==> config.mk <==
export PLATFORM = sky130hd
export DESIGN_NAME = cerceve_alici_flat
export DESIGN_NICKNAME = d
export VERILOG_FILES = /design/src/rtl/cerceve_alici_pkg.sv /design/src/rtl/cerceve_alici_if.sv /design/src/rtl/cerceve_alici_fifo.sv /design/src/rtl/cerceve_alici.sv /design/src/flat_wrapper.sv
export SDC_FILE = /design/constraint.sdc
export NUM_CORES = 1
export LEC_CHECK = 0
export BUFFER_PORTS_ARGS = -buffer_cell sky130_fd_sc_hd__buf_2
export CAP_MARGIN = 25
export CORE_AREA = 2 2 85 87
export CTS_CLUSTER_DIAMETER = 40
export DETAILED_ROUTE_END_ITERATION = 10
export DIE_AREA = 0 0 87 89
export MAX_ROUTING_LAYER = met4
export PLACE_DENSITY = 0.53
export SLEW_MARGIN = 20
export SYNTH_ARGS = -nofsm -noshare
export SYNTH_HDL_FRONTEND = slang
export SYNTH_SLANG_ARGS = --single-unit
==> constraint.sdc <==
create_clock -name clk -period 7.2 [get_ports clk]
set_clock_uncertainty 0.1 [all_clocks]
set_input_delay 1.44 -clock clk [delete_from_list [all_inputs] [get_ports clk]]
set_output_delay 1.44 -clock clk [all_outputs]
set_load 0.005 [all_outputs]
==> src/rtl/cerceve_alici_pkg.sv <==
// cerceve_pkg: shared FSM state type, frame constants and the even-parity helper for cerceve_alici.
package cerceve_pkg;
  typedef enum logic [2:0] {IDLE, START, DATA, PARITY, STOP} durum_t;
  localparam int DATA_BITS = 3;
  localparam logic START_LVL = 1'b0;
  localparam logic STOP_LVL = 1'b1;
  function automatic logic cift_parity(input logic [DATA_BITS-1:0] d);
    return ^d;
  endfunction
endpackage

==> src/rtl/cerceve_alici_if.sv <==
// cerceve_alici_if: serial input, output stream handshake and status pulses of cerceve_alici.
//   rx          serial line into the receiver (idles high)
//   cikis_ready consumer accepts the head word
//   gelen_sayi  head word of the receive buffer
//   cikis_valid buffer holds at least one word
//   doluluk     number of buffered words
//   parity_err / frame_err / overflow  one-cycle drop pulses
//   master: the side that drives rx and consumes words; slave: the receiver.
interface cerceve_alici_if #(parameter int FIFO_DEPTH = 4);
  logic rx;
  logic cikis_ready;
  logic [2:0] gelen_sayi;
  logic cikis_valid;
  logic [$clog2(FIFO_DEPTH):0] doluluk;
  logic parity_err;
  logic frame_err;
  logic overflow;
  modport master (
    output rx, cikis_ready,
    input gelen_sayi, cikis_valid, doluluk, parity_err, frame_err, overflow
  );
  modport slave (
    input rx, cikis_ready,
    output gelen_sayi, cikis_valid, doluluk, parity_err, frame_err, overflow
  );
endinterface

==> src/rtl/cerceve_alici_fifo.sv <==
// kucuk_fifo: small power-of-two FIFO with occupancy count; push into a full FIFO is taken only alongside a pop.
//   clk, rst  clock and asynchronous active-high reset
//   push/wdata write request and data; pop read request (ignored when empty)
//   rdata     head word (0 while empty); full, empty, count  occupancy status
module kucuk_fifo #(
  parameter int WIDTH = 3,
  parameter int DEPTH = 4
) (
  input  logic clk,
  input  logic rst,
  input  logic push,
  input  logic pop,
  input  logic [WIDTH-1:0] wdata,
  output logic [WIDTH-1:0] rdata,
  output logic full,
  output logic empty,
  output logic [$clog2(DEPTH):0] count
);
  localparam int AW = $clog2(DEPTH);
  localparam int CW = AW + 1;
  logic [WIDTH-1:0] mem [DEPTH];
  logic [AW-1:0] wp, rp;
  logic do_push, do_pop;
  assign empty = count == '0;
  assign full = count == CW'(DEPTH);
  assign do_pop = pop & ~empty;
  assign do_push = push & (~full | do_pop);
  assign rdata = empty ? '0 : mem[rp];
  always_ff @(posedge clk)
    if (do_push) mem[wp] <= wdata;
  // Pointers wrap naturally because DEPTH is a power of two.
  always_ff @(posedge clk or posedge rst)
    if (rst) begin
      wp <= '0;
      rp <= '0;
      count <= '0;
    end else begin
      wp <= do_push ? wp + AW'(1) : wp;
      rp <= do_pop ? rp + AW'(1) : rp;
      count <= count + CW'(do_push) - CW'(do_pop);
    end
endmodule

==> src/rtl/cerceve_alici.sv <==
// cerceve_alici: serial frame receiver (start, 3 data bits LSB first, even parity, stop) feeding a small FIFO.
//   clk, rst  clock and asynchronous active-high reset
//   bus       cerceve_alici_if slave: rx in, cikis_ready in, gelen_sayi/cikis_valid/doluluk out,
//             parity_err/frame_err/overflow one-cycle drop pulses
module cerceve_alici
  import cerceve_pkg::*;
#(
  parameter int BIT_CYCLES = 4,
  parameter int FIFO_DEPTH = 4
) (
  input logic clk,
  input logic rst,
  cerceve_alici_if.slave bus
);
  localparam int HALF = BIT_CYCLES / 2;
  logic rx_m, rx_s, rx_d;
  durum_t durum, sonraki;
  logic [7:0] cnt;
  logic [1:0] bit_i;
  logic [DATA_BITS-1:0] veri;
  logic par;
  logic son, push, pop, full, empty;
  logic perr_n, ferr_n, ovf_n;
  logic perr, ferr, ovf;
  logic [DATA_BITS-1:0] rdata;
  logic [$clog2(FIFO_DEPTH):0] count;
  // START waits half a bit to land mid-bit; every later sample is one full bit apart.
  assign son = cnt == (durum == START ? 8'(HALF - 1) : 8'(BIT_CYCLES - 1));
  assign pop = ~empty & bus.cikis_ready;
  always_comb begin
    sonraki = durum;
    push = 1'b0;
    perr_n = 1'b0;
    ferr_n = 1'b0;
    ovf_n = 1'b0;
    case (durum)
      IDLE: sonraki = (rx_d & ~rx_s) ? START : IDLE;
      START: sonraki = son ? (rx_s == START_LVL ? DATA : IDLE) : START;
      DATA: sonraki = (son && bit_i == 2'(DATA_BITS - 1)) ? PARITY : DATA;
      PARITY: sonraki = son ? STOP : PARITY;
      STOP: begin
        sonraki = son ? IDLE : STOP;
        ferr_n = son & (rx_s != STOP_LVL);
        perr_n = son & ~ferr_n & (par != cift_parity(veri));
        ovf_n = son & ~ferr_n & ~perr_n & full & ~pop;
        push = son & ~ferr_n & ~perr_n & ~ovf_n;
      end
      default: sonraki = IDLE;
    endcase
  end
  always_ff @(posedge clk or posedge rst)
    if (rst) begin
      rx_m <= 1'b1;
      rx_s <= 1'b1;
      rx_d <= 1'b1;
      durum <= IDLE;
      cnt <= '0;
      bit_i <= '0;
      veri <= '0;
      par <= 1'b0;
      perr <= 1'b0;
      ferr <= 1'b0;
      ovf <= 1'b0;
    end else begin
      rx_m <= bus.rx;
      rx_s <= rx_m;
      rx_d <= rx_s;
      durum <= sonraki;
      cnt <= (durum == IDLE || son) ? '0 : cnt + 8'd1;
      bit_i <= durum == IDLE ? '0 : (durum == DATA && son) ? bit_i + 2'd1 : bit_i;
      veri <= (durum == DATA && son) ? {rx_s, veri[DATA_BITS-1:1]} : veri;
      par <= (durum == PARITY && son) ? rx_s : par;
      perr <= perr_n;
      ferr <= ferr_n;
      ovf <= ovf_n;
    end
  kucuk_fifo #(.WIDTH(DATA_BITS), .DEPTH(FIFO_DEPTH)) u_fifo (
    .clk(clk),
    .rst(rst),
    .push(push),
    .pop(pop),
    .wdata(veri),
    .rdata(rdata),
    .full(full),
    .empty(empty),
    .count(count)
  );
  assign bus.gelen_sayi = rdata;
  assign bus.cikis_valid = ~empty;
  assign bus.doluluk = count;
  assign bus.parity_err = perr;
  assign bus.frame_err = ferr;
  assign bus.overflow = ovf;
endmodule

==> src/flat_wrapper.sv <==
// flat-port wrapper written by rule: the top's interface ports become plain ports
module cerceve_alici_flat import cerceve_pkg::*;
#(
  parameter int BIT_CYCLES = 4,
  parameter int FIFO_DEPTH = 4
)
  (clk, rst, bus_rx, bus_cikis_ready, bus_gelen_sayi, bus_cikis_valid, bus_doluluk, bus_parity_err, bus_frame_err, bus_overflow);
  cerceve_alici_if #(.FIFO_DEPTH(FIFO_DEPTH)) bus_i ();
  input logic clk;
  input logic rst;
  input wire logic [$bits(bus_i.rx)-1:0] bus_rx;
  input wire logic [$bits(bus_i.cikis_ready)-1:0] bus_cikis_ready;
  output wire logic [$bits(bus_i.gelen_sayi)-1:0] bus_gelen_sayi;
  output wire logic [$bits(bus_i.cikis_valid)-1:0] bus_cikis_valid;
  output wire logic [$bits(bus_i.doluluk)-1:0] bus_doluluk;
  output wire logic [$bits(bus_i.parity_err)-1:0] bus_parity_err;
  output wire logic [$bits(bus_i.frame_err)-1:0] bus_frame_err;
  output wire logic [$bits(bus_i.overflow)-1:0] bus_overflow;
  assign bus_i.rx = bus_rx;
  assign bus_i.cikis_ready = bus_cikis_ready;
  assign bus_gelen_sayi = bus_i.gelen_sayi;
  assign bus_cikis_valid = bus_i.cikis_valid;
  assign bus_doluluk = bus_i.doluluk;
  assign bus_parity_err = bus_i.parity_err;
  assign bus_frame_err = bus_i.frame_err;
  assign bus_overflow = bus_i.overflow;
  cerceve_alici #(.BIT_CYCLES(BIT_CYCLES), .FIFO_DEPTH(FIFO_DEPTH)) u_core (.clk(clk), .rst(rst), .bus(bus_i));
endmodule
# Yosys cells after proc, flatten, opt, wreduce, memory -nomap -nowiden
# Memory sizes are Yosys's and may differ from the RTL's.
# Cells that the tools add are included.
word_totals:
  ram_bits: 12
  register_bits: 30
  in_bits: 4
  wordCells: 74
  rom_bits: 0
  memories: 1
  output_inout_bits: 10
  latch_bits: 0
classes:
  muxes: 18
  shifts: 0
  add_sub_neg: 6
  multipliers: 0
  bitwise: 19
  n_reduce_logical: 8
  eq_ne: 8
  magnitude_cmp: 0
  div_mod_pow: 0
mem_list:
  columns: ["name", "depth", "width", "read_ports", "rd_clocked_by_memory_dff", "wr", "line", "source"]
  rows:
  - ["u_core.u_fifo.mem", 4, 3, 1, 0, 1, "cerceve_alici_fifo.sv:21", "logic [WIDTH-1:0] mem [DEPTH];"]
op_table:
  columns: ["operator", "n"]
  rows:
  - ["one-hot mux 3 bit (5 select lines)", 1]
  - ["two-way mux 3 bit", 4]
  - ["AND 1 bit", 11]
  - ["adder 8 x 1 -> 8 bit, second input constant", 1]
  - ["== test 8 bit", 1]
  - ["two-way mux 1 bit", 8]
  - ["two-way mux 2 bit", 4]
  - ["two-way mux 8 bit", 1]
  - ["NOT 1 bit", 7]
  - ["adder 2 x 1 -> 2 bit, second input constant", 3]
  - ["== test 3 x 2 -> 1 bit, second input constant", 2]
  - ["== test 3 bit, second input constant", 2]
  - ["zero test 3 bit", 2]
  - ["adder 3 x 1 -> 3 bit", 1]
  - ["== test 3 x 1 -> 1 bit, second input constant", 1]
  - ["logical AND 1 bit", 3]
  - ["parity 3 bit", 1]
  - ["subtractor 3 x 1 -> 3 bit", 1]
  - ["== test 2 bit, second input constant", 1]
  - ["nonzero test 2 bit", 1]
  - ["logical OR 1 bit", 1]
  - ["inequality test 1 bit", 1]
  - ["OR 1 bit", 1]

# Depth between registers and ports, before layout
# Gate-level depths: netlist of the first run.
logic_depth:
  ltp_word: 17
  ltp_mapped: 11
  depth_no_buf: 10

# Hierarchy
# A second synthesis of the first run with hierarchy kept.
unflattened:
  cells_unflattened: 153
  hier_area_um2: 1956.9
by_module_without_submodules:
  columns: ["module", "seq_area_each_um2", "n_inst", "area_per_inst_um2", "cells_per_inst"]
  rows:
  - ["cerceve_alici", 579.3, 1, 1074.8, 97]
  - ["kucuk_fifo", 535.5, 1, 882.1, 56]

# Worst setup path after synthesis of the first run
# OpenSTA, ideal clock, no wires.
synth_timing:
  kind: "input-to-reg"
  start: "input port bus_cikis_ready"
  end: "register u_core.u_fifo.count[2]"
  required_ns: 6.976
  n_path_buf: 0
  path_stages: 9
  t_arrival_ns: 3.057
  slack_ns: 3.919
  setup_ns: 0.124
  cell_sequence: "nor4b_1 nor4_4 inv_1 ha_1 inv_1 ha_1 fa_1 xor2_1 xnor2_1"
synth_via:
  elab_chain_cells: 9
  word_cells_on_any_way: 11
  cone_classes: "2 x add/sub; 1 x mux; 8 x bitwise"
synth_rtl:
  columns: ["item", "line", "source"]
  rows:
  - ["start: declaration", "flat_wrapper.sv:12", "input wire logic [$bits(bus_i.cikis_ready)-1:0] bus_cikis_ready;"]
  - ["AND 1 bit *", "cerceve_alici.sv:29", "assign pop = ~empty & bus.cikis_ready;"]
  - ["NOT 1 bit", "cerceve_alici.sv:45", "ovf_n = son & ~ferr_n & ~perr_n & full & ~pop;"]
  - ["AND 1 bit", "cerceve_alici.sv:45", null]
  - ["NOT 1 bit", "cerceve_alici.sv:46", "push = son & ~ferr_n & ~perr_n & ~ovf_n;"]
  - ["AND 1 bit", "cerceve_alici.sv:46", null]
  - ["two-way mux 1 bit", "cerceve_alici.sv:36", "case (durum)"]
  - ["AND 1 bit", "cerceve_alici_fifo.sv:27", "assign do_push = push & (~full | do_pop);"]
  - ["adder 3 x 1 -> 3 bit", "cerceve_alici_fifo.sv:40", "count <= count + CW'(do_push) - CW'(do_pop);"]
  - ["subtractor 3 x 1 -> 3 bit *", "cerceve_alici_fifo.sv:40", null]
  - ["end signal: assignment", "cerceve_alici_fifo.sv:40", null]
  - ["end: declaration", "cerceve_alici_fifo.sv:17", "output logic [$clog2(DEPTH):0] count"]
# Every way passes the cells marked *; elsewhere a longest branch is shown, timed or not.
# A chain may end at the register's enable or synchronous reset.

# Worst setup path in the final report of the first run
# Same ends and word-level chain as after synthesis.

==> flow_metrics.py, run 1 <==
metrics = {
    "critical_path": {
        "cp.required_ns": 7.29,
        "slowest_stage": "nor4b_1",
        "arrival_ns": 3.27,
        "worst_setup_path_end_kind": "register",
        "critical_path_class": "in2reg",
        "crit_family": "adder cells",
        "cpPeakStageDelay_ns": 0.50,
        "path_buf_inv": 3,
        "path_cells": "buf_2, nor4b_1, nor4_4, inv_1, ha_1, inv_1, ha_1, fa_1, xor2_1, xnor2_1",
        "cp-start-kind": "primary input",
        "critPathMaxFanout": 7,
    },
    "clock_network": {
        "cts_tree": "built",
        "cts_setup_buffers": 0,
        "cts-root-buf": "clkbuf_8",
        "clkTransAtPathRegs_ns": 0.08,
        "htreeDepth": 2,
        "ctsHoldBuffers": 0,
        "post_cts_resized": 0,
        "clkLatencyLatePin_ns": 0.30,
        "cts_buffer_depth": 2,
        "clock-sinks": 42,
        "cts_inserted_buffers": 5,
    },
    "floorplan": {
        "dieArea_mm2": 0.00774,
        "dieHeight_um": 89,
        "start_util_pct": 29.4,
        "num_rows": 30,
        "ios": 14,
        "coreArea_mm2": 0.00672,
        "die_width_um": 87,
    },
    "pwr": {
        "power_frac_seq_pct": 46.7,
        "p_int_mw": 0.532,
        "p_leak_nw": 0.960,
        "comb_power_share_pct": 30.0,
        "switching_power_mw": 0.266,
        "peakVddDrop_mv": 0.118,
        "clock_power_share_pct": 23.3,
        "total_power_mw": 0.799,
        "power.density_mw_per_mm2": 356,
        "sw_frac_of_total_pct": 33.3,
    },
    "yosys": {
        "synth-xor-area-share_pct": 6.20,
        "synth.distinct_cells": 41,
        "synthMuxAreaShare_pct": 7.91,
        "synth-simple-area-share_pct": 17.3,
        "async_flop_share_pct": 71.4,
        "ys_seq_area_share_pct": 56.4,
        "synth_flop_cell": "dfrtp_1",
        "syn_area_per_cell_um2": 13.1,
        "netlist_area_mm2": 0.00198,
        "ys_warn_count": 0,
        "netlist_instances": 151,
        "ys_ff_latch": 42,
        "synth_top_family_by_area": "simple AND/OR/NAND/NOR gates",
        "yosys-top-cells-area": "dfrtp_1 (34%), edfxtp_1 (18%), ha_1 (5.1%)",
        "syn_nets": 164,
        "synth_compound_area_share_pct": 3.48,
        "synth-adder-area-share_pct": 6.07,
        "yosysTopAreaCell": "dfrtp_1",
        "synth_top_area_share_pct": 34.2,
        "synth-edff-count": 12,
    },
    "placement": {
        "placed_area_mm2": 0.00213,
        "post-dp-hpwl_mm": 2.19,
        "placed_cells": 240,
        "gp_congestion": 0.740,
        "place_ws_ns": 3.69,
        "portBuffers": 13,
    },
    "sta": {
        "max_slew.worst_pin.slew_ns": 0.621,
        "maxSlewViolCount": 0,
        "timing.fmax_mhz": 315,
        "holdWs_ns": 0.260,
        "tns_ns": 0,
        "slew_headroom_pct": 58.5,
        "setup_slack_ns": 4.02,
        "period_needed_ns": 3.18,
        "setup_viol": 0,
        "finalHoldViolCount": 0,
        "rsz0062_at_grt": "no",
        "fin_crit_sh_pct": 44.1,
    },
    "drt": {
        "dr_total_vias": 1127,
        "drt_iter0_markers": 43,
        "avgRoutedWirePerCell_um": 12.6,
        "wirelength_mm": 3.14,
        "route.detailed.drc": 0,
        "dr.pass1.iters": 2,
        "ant_nets": 0,
        "vias_per_cell": 4.54,
    },
    "final_layout": {
        "final_layout_size_suffix_gt1_share_pct": 23.2,
        "postLayoutCellArea_mm2": 0.00224,
        "final_nets": 180,
        "area_delta_synth_final_pct": 13.3,
        "diodes": 0,
        "final_core_util_pct": 33.4,
        "final_cells": 248,
    },
    "flow_run": {
        "max-cap-violations": 0,
    },
    "grt": {
        "grt_pass1_wl_mm": 5.34,
        "gr-total-overflow": 0,
        "track_usage_pct": 9.20,
        "grt_antenna_before_repair": 0,
        "grt_max_degree": 31,
        "grt_pass1_vias": 1107,
    },
    "run_status": {
        "outcome": "complete, no violations",
    },
    "worst_hold_path": {
        "hold_path.class": "reg2reg",
    },
}
-- sequential cells by signal, summed over array words and instances (netlist names) --
| signal | flops |
|---|---|
| u_core.bus.frame_err | 1 |
| u_core.u_fifo.mem | 12 |
| u_core.bit_i | 2 |
| u_core.durum | 3 |
| u_core.u_fifo.count | 3 |
| u_core.par | 1 |
| u_core.veri | 3 |
| u_core.u_fifo.rp | 2 |
| u_core.rx_s | 1 |
| u_core.bus.parity_err | 1 |
| u_core.rx_d | 1 |
| u_core.rx_m | 1 |
| u_core.u_fifo.wp | 2 |
| u_core.bus.overflow | 1 |
| u_core.cnt | 8 |
-- power groups by stage --
stage / Sequential (mW) / Combinational, mW / Clock, mW
2_1_floorplan: 0.339 / 0.218 / 0
3_3_place_gp: 0.378 / 0.238 / 0
3_5_place_dp: 0.379 / 0.243 / 0
4_1_cts: 0.375 / 0.243 / 0.192
5_1_grt: 0.387 / 0.270 / 0.202
6_report: 0.373 / 0.240 / 0.186
-- path summary, 6_finish.rpt --
path / start / end / slack [ns] / cells after the start
hold / removal: u_core.rx_m$_DFF_PP1_ / u_core.rx_s$_DFF_PP1_ / 0.26 / 0
setup reg to reg: u_core.cnt[3]$_DFF_PP0_ / u_core.u_fifo.count[2]$_DFF_PP0_ / 4.17 / 10
min in group asynchronous: rst / u_core.u_fifo.wp[1]$_DFFE_PP0P_ / 1.12 / 3
setup / recovery: bus_cikis_ready / u_core.u_fifo.count[2]$_DFF_PP0_ / 4.02 / 10
hold reg to reg: u_core.rx_m$_DFF_PP1_ / u_core.rx_s$_DFF_PP1_ / 0.26 / 0
max in group asynchronous: rst / u_core.rx_d$_DFF_PP1_ / 5.56 / 3
-- metal layers --
layer	wire (um)	track usage [%]
met3	113	2.77
met5	0	-
met1	1520	11.8
met2	1460	14.2
met4	35	2.56
-- cells in the final DEF, fill, tap and decap left out, types with 3 or more instances in the layout --
cell and instances:
dfstp_2 3, xnor2_1 6, nand3_1 7, mux4_2 3, clkbuf_8 5, edfxtp_1 12
dfrtp_1 27, and2_1 9, nand2_1 4, inv_1 9, buf_2 13, ha_1 8
nor2_1 13, xor2_1 8, mux2_4 3
-- logic make-up after synthesis --
logic type | count (synthesis)
AO/OA/AOI/OAI | 10
XOR/XNOR | 14
adder cells (fa/ha/maj) | 9
buffers and inverters | 14
flip-flops | 42
multiplexers | 10
AND/OR/NAND/NOR | 52
-- cell type report --
cell class / count / area, um^2
inverters: 9 / 33.8
clock buffers: 6 / 72.6
clock inverters: 2 / 37.5
multi-input cells: 95 / 810
well taps: 80 / 100
repair buffers: 14 / 72.6
flip-flops and latches: 42 / 1110
fillers: 672 / 4480
-- synthesized netlist by cell type (all sizes together) (2+ instances only) --
master	n
o21ai	2
nor4	2
or2	2
clkbuf	4
mux4	3
dfstp	3
xor2	8
and2	9
and3	3
a21oi	2
edfxtp	12
nand3	7
nand2	4
nor3b	2
a22o	2
nor2	13
dfrtp	27
mux2	6
ha	8
inv	9
nor3	2
xnor2	6
Power figures use the tool's default switching activity.
==> inputs of run 2 (changes only) <==
--- a/config.mk
+++ b/config.mk
@@ -12,7 +12,7 @@
 export DETAILED_ROUTE_END_ITERATION = 10
 export DIE_AREA = 0 0 87 89
 export MAX_ROUTING_LAYER = met4
-export PLACE_DENSITY = 0.53
+export PLACE_DENSITY = 0.55
 export SLEW_MARGIN = 20
 export SYNTH_ARGS = -nofsm -noshare
 export SYNTH_HDL_FRONTEND = slang
==> constraint.sdc (replaced) <==
create_clock -name clk -period 2.9 [get_ports clk]
set_clock_uncertainty 0.1 [all_clocks]
set_input_delay 0.58 -clock clk [delete_from_list [all_inputs] [get_ports clk]]
set_output_delay 0.58 -clock clk [all_outputs]
set_load 0.005 [all_outputs]
==> flow_metrics.py, run 2 (synthesis results as in run 1) <==
metrics = {
    "run_status": {
        "outcome": "complete, no violations",
    },
    "clock_network": {
        "cts_buffer_depth": 2,
        "cts-root-buf": "clkbuf_8",
        "htreeDepth": 2,
        "clock-sinks": 42,
        "cts_tree": "built",
        "cts_inserted_buffers": 5,
        "clkTransAtPathRegs_ns": 0.08,
        "cts_setup_buffers": 0,
        "ctsHoldBuffers": 0,
        "clkLatencyLatePin_ns": 0.30,
        "post_cts_resized": 0,
    },
    "critical_path": {
        "r2r_cells": 10,
        "cp-start-kind": "register",
        "r2r_setup_slack_ns": 0.26,
        "reg2reg_to": "u_core.u_fifo.count[2]$_DFF_PP0_",
        "critical_path_class": "reg2reg",
        "arrival_ns": 2.73,
        "crit_start": "u_core.cnt[3]$_DFF_PP0_",
        "worst_setup_path_end_kind": "register",
        "critPathMaxFanout": 4,
        "rr_startpoint": "u_core.cnt[3]$_DFF_PP0_",
        "cp.required_ns": 2.99,
    },
    "final_layout": {
        "final_nets": 185,
        "diodes": 0,
        "postLayoutCellArea_mm2": 0.00228,
        "final_common_cell": "dfrtp_1",
        "largest_reg_flops": 12,
        "final_layout_size_suffix_gt1_share_pct": 25.4,
        "mostFrequentLayoutCells": "dfrtp_1 (27), nor2_1 (13), buf_2 (13)",
        "largest_register": "u_core.u_fifo.mem",
        "area_delta_synth_final_pct": 15.2,
        "top_regs": "u_core.u_fifo.mem x12, u_core.cnt x8",
    },
    "worst_hold_path": {
        "hold_path.class": "in2async",
    },
    "drt": {
        "drt_iter0_markers": 34,
        "wirelength_met1_mm": 1.47,
        "met2_length_mm": 1.47,
        "vias_per_cell": 4.49,
        "dr_total_vias": 1135,
        "routed.top_layer": "met4",
        "wirelength_mm": 3.12,
        "route.detailed.drc": 0,
        "wl_met3_um": 113,
        "dr.pass1.iters": 4,
        "avgRoutedWirePerCell_um": 12.3,
        "ant_nets": 0,
    },
    "floorplan": {
        "num_rows": 30,
        "die_width_um": 87,
        "ios": 14,
        "dieArea_mm2": 0.00774,
        "start_util_pct": 29.4,
        "coreArea_mm2": 0.00672,
        "dieHeight_um": 89,
    },
    "placement": {
        "placed_area_mm2": 0.00217,
        "gp_congestion": 0.676,
        "post-dp-hpwl_mm": 2.24,
        "portBuffers": 13,
    },
    "pwr": {
        "p_leak_nw": 0.986,
        "total_power_mw": 2.00,
        "peakVddDrop_mv": 0.253,
        "power.density_mw_per_mm2": 876,
    },
    "sta": {
        "max_slew.worst_pin.slew_ns": 0.631,
        "period_needed_ns": 2.64,
        "fin_crit_sh_pct": 91.0,
        "timing.fmax_mhz": 379,
        "rsz0062_at_grt": "no",
        "tns_ns": 0,
        "setup_viol": 0,
        "finalHoldViolCount": 0,
        "maxSlewViolCount": 0,
        "slew_headroom_pct": 57.8,
    },
    "grt": {
        "gr-total-overflow": 0,
        "grt_antenna_before_repair": 0,
        "grt_pass1_wl_mm": 5.36,
        "grt_max_degree": 31,
        "track_usage_pct": 9.43,
        "grt_pass1_vias": 1140,
    },
    "flow_run": {
        "max-cap-violations": 0,
    },
}
-- run 2: changes by cell type in the layout (fill, tap and decap cells not counted), sizes merged --
cell,change
buf,+5
-- run 2: worst max-delay path, cell delays in order (launching register included) --
cell and delay (ns):
dfrtp_1 0.44, nor4_4 0.38, nand4_4 0.15, nor4_4 0.24
inv_1 0.07, ha_1 0.27, inv_1 0.04, ha_1 0.19
fa_1 0.37, xor2_1 0.16, xnor2_1 0.12
-- run 2: report_power, final --
group          switching (mW)  internal [mW]  total, mW
sequential              0.162          0.737      0.899
combinational           0.293          0.349      0.642
clock                   0.199          0.257      0.456
total                   0.653           1.34       2.00
-- run 2: how the worst max path moves through the flow --
stage | endpoint | slack (ns) | depth (start not counted)
final | u_core.u_fifo.count[2]$_DFF_PP0_ | 0.26 | 10
after global routing | u_core.u_fifo.count[2]$_DFF_PP0_ | 0.04 | 10
after CTS | u_core.u_fifo.count[2]$_DFF_PP0_ | 0.17 | 10
after detailed placement | u_core.u_fifo.count[2]$_DFF_PP0_ | 0.18 | 10
after global placement | u_core.u_fifo.count[2]$_DFF_PP0_ | 0.21 | 10
after floorplan | u_core.u_fifo.count[2]$_DFF_PP0_ | 0.09 | 10
-- run 2: cell type report --
type | count | area, um^2
well taps | 80 | 100
clock inverters | 2 | 37.5
clock buffers | 6 | 72.6
flip-flops and latches | 42 | 1110
inverters | 9 | 33.8
repair buffers | 19 | 110
multi-input cells | 95 | 810
fillers | 671 | 4440
-- run 2: per-layer routing --
layer	vias up	GRT usage, %
li1	564	-
met1	548	11.3
met2	17	14.4
met3	6	3.05
met4	0	4.69
met5	-	-
-- run 2: stage by stage --
stage / std cells / util (%) / setup slack [ns] / hold WS (ns)
after floorplan: 151 / - / 0.0939 / 0.245
after global placement: 245 / 32.3 / 0.212 / 0.246
after detailed placement: 245 / 32.3 / 0.181 / 0.257
after CTS: 253 / 33.9 / 0.165 / 0.266
after global routing: 253 / 33.9 / 0.0415 / 0.270
final: 253 / 33.9 / 0.262 / 0.253
==> inputs of run 3 (changes only) <==
--- a/config.mk
+++ b/config.mk
@@ -5,14 +5,14 @@
 export SDC_FILE = /design/constraint.sdc
 export NUM_CORES = 1
 export LEC_CHECK = 0
-export BUFFER_PORTS_ARGS = -buffer_cell sky130_fd_sc_hd__buf_2
 export CAP_MARGIN = 25
 export CORE_AREA = 2 2 85 87
 export CTS_CLUSTER_DIAMETER = 40
 export DETAILED_ROUTE_END_ITERATION = 10
 export DIE_AREA = 0 0 87 89
+export DONT_BUFFER_PORTS = 1
 export MAX_ROUTING_LAYER = met4
-export PLACE_DENSITY = 0.55
+export PLACE_DENSITY = 0.53
 export SLEW_MARGIN = 20
 export SYNTH_ARGS = -nofsm -noshare
 export SYNTH_HDL_FRONTEND = slang
==> constraint.sdc (replaced) <==
create_clock -name clk -period 2.4 [get_ports clk]
set_clock_uncertainty 0.1 [all_clocks]
set_input_delay 0.48 -clock clk [delete_from_list [all_inputs] [get_ports clk]]
set_output_delay 0.48 -clock clk [all_outputs]
set_load 0.005 [all_outputs]
==> flow_metrics.py, run 3 (synthesis results as in run 1) <==
metrics = {
    "final_layout": {
        "final_core_util_pct": 34.7,
        "mostFrequentLayoutCells": "dfrtp_1 (27), buf_4 (24), nor2_1 (13)",
        "multiInputGateArea_um2": 815,
        "diodes": 0,
        "area_delta_synth_final_pct": 17.8,
        "ff_latch_area_mm2": 0.00111,
        "top_regs": "u_core.u_fifo.mem x12, u_core.cnt x8",
        "final_layout_size_suffix_gt1_share_pct": 28.7,
        "largest_reg_flops": 12,
        "fill_cells": 650,
        "final_common_cell": "dfrtp_1",
        "final_nets": 190,
        "largest_register": "u_core.u_fifo.mem",
        "final_cells": 258,
    },
    "run_status": {
        "violations": "setup timing",
        "outcome": "finished, violations left",
    },
    "pwr": {
        "comb_power_share_pct": 39.8,
        "switching_power_mw": 0.821,
        "sw_frac_of_total_pct": 33.7,
        "total_power_mw": 2.43,
        "clock_power_share_pct": 18.2,
        "p_int_mw": 1.61,
        "p_leak_nw": 1.01,
        "peakVddDrop_mv": 0.385,
        "power.density_mw_per_mm2": 1040,
        "power_frac_seq_pct": 42.0,
    },
    "clock_network": {
        "cts_setup_buffers": 0,
        "clkTransAtPathRegs_ns": 0.08,
        "ctsHoldBuffers": 0,
        "cts_inserted_buffers": 5,
        "htreeDepth": 2,
        "cts-root-buf": "clkbuf_8",
        "clkLatencyLatePin_ns": 0.30,
        "cts_buffer_depth": 2,
        "cts_tree": "built",
        "clock-sinks": 42,
        "post_cts_resized": 0,
    },
    "placement": {
        "gp_congestion": 0.791,
        "place_ws_ns": -0.0574,
        "post-dp-hpwl_mm": 2.51,
        "placed_cells": 248,
        "portBuffers": 0,
    },
    "critical_path": {
        "worst_setup_path_end_kind": "register",
        "critPathMaxFanout": 2,
        "cpPeakStageDelay_ns": 0.41,
        "crit_family": "adder cells",
        "path_buf_inv": 2,
        "cp-start-kind": "register",
        "critical_path_class": "reg2reg",
        "cp.required_ns": 2.49,
        "arrival_ns": 2.52,
        "path_cells": "nor4_4, nand4_4, nor4_4, inv_1, ha_1, inv_1, ha_2, fa_2, xor2_1, xnor2_1",
        "slowest_stage": "dfrtp_1",
    },
    "grt": {
        "gr-total-overflow": 0,
        "track_usage_pct": 10.0,
        "grt_max_degree": 31,
        "grt_antenna_before_repair": 0,
        "grt_pass1_wl_mm": 5.78,
        "grt_pass1_vias": 1237,
    },
    "drt": {
        "dr.pass1.iters": 4,
        "avgRoutedWirePerCell_um": 12.8,
        "wirelength_mm": 3.30,
        "ant_nets": 0,
        "drt_iter0_markers": 74,
        "dr_total_vias": 1174,
        "route.detailed.drc": 0,
        "vias_per_cell": 4.55,
    },
    "sta": {
        "max_slew.worst_pin.slew_ns": 0.689,
        "tns_ns": -0.0345,
        "timing.fmax_mhz": 411,
        "finalHoldViolCount": 0,
        "setup_slack_ns": -0.0345,
        "maxSlewViolCount": 0,
        "fin_crit_sh_pct": 101,
        "period_needed_ns": 2.43,
        "slew_headroom_pct": 54.0,
        "rsz0062_at_grt": "yes",
        "setup_viol": 1,
    },
    "flow_run": {
        "max-cap-violations": 0,
    },
    "worst_hold_path": {
        "hold_path.class": "in2async",
    },
    "floorplan": {
        "die_width_um": 87,
        "dieHeight_um": 89,
        "num_rows": 30,
        "ios": 14,
        "coreArea_mm2": 0.00672,
        "dieArea_mm2": 0.00774,
        "start_util_pct": 29.4,
    },
}
[run 3: area by class of cell]
class | instances | area share, %
clock inverters | 2 | 0.591
repair buffers | 24 | 7.73
inverters | 9 | 1.45
flip-flops and latches | 42 | 47.9
multi-input cells | 95 | 35.0
clock buffers | 6 | 3.11
well taps | 80 | 4.30
[run 3: worst paths after layout]
| kind | slack (ns) | depth (start not counted) | start | to |
|---|---|---|---|---|
| min in group clk | 0.08 | 0 | bus_rx | u_core.rx_m$_DFF_PP1_ |
| hold reg to reg | 0.26 | 0 | u_core.rx_m$_DFF_PP1_ | u_core.rx_s$_DFF_PP1_ |
| setup reg to reg | -0.03 | 10 | u_core.cnt[4]$_DFF_PP0_ | u_core.u_fifo.count[2]$_DFF_PP0_ |
| setup / recovery | -0.03 | 10 | u_core.cnt[4]$_DFF_PP0_ | u_core.u_fifo.count[2]$_DFF_PP0_ |
| max in group asynchronous | 1.83 | 2 | rst | u_core.rx_d$_DFF_PP1_ |
| hold / removal | 0.04 | 2 | rst | u_core.u_fifo.wp[1]$_DFFE_PP0P_ |
[run 3: per-stage QoR]
stage	cell area, um^2	hold WS (ns)
final	2330	0.0432
after global placement	2230	0.250
after global routing	2330	0.0625
after floorplan	1980	0.245
after CTS	2310	0.0657
after detailed placement	2230	0.248
[run 3: power groups by stage]
| stage | clock network [mW] | logic [mW] | registers, mW |
|---|---|---|---|
| finish | 0.442 | 0.968 | 1.02 |
| global route | 0.489 | 1.09 | 1.05 |
| CTS | 0.458 | 0.976 | 1.03 |
| detailed placement | 0 | 0.972 | 1.04 |
| global placement | 0 | 0.934 | 1.03 |
| floorplan | 0 | 0.654 | 1.02 |
[run 3: routing by layer]
metal / part of all wire, % / GRT usage [%]
met5: 0 / -
met3: 4.3 / 2.86
met4: 1.5 / 3.41
met2: 47 / 16.3
met1: 47 / 12.0
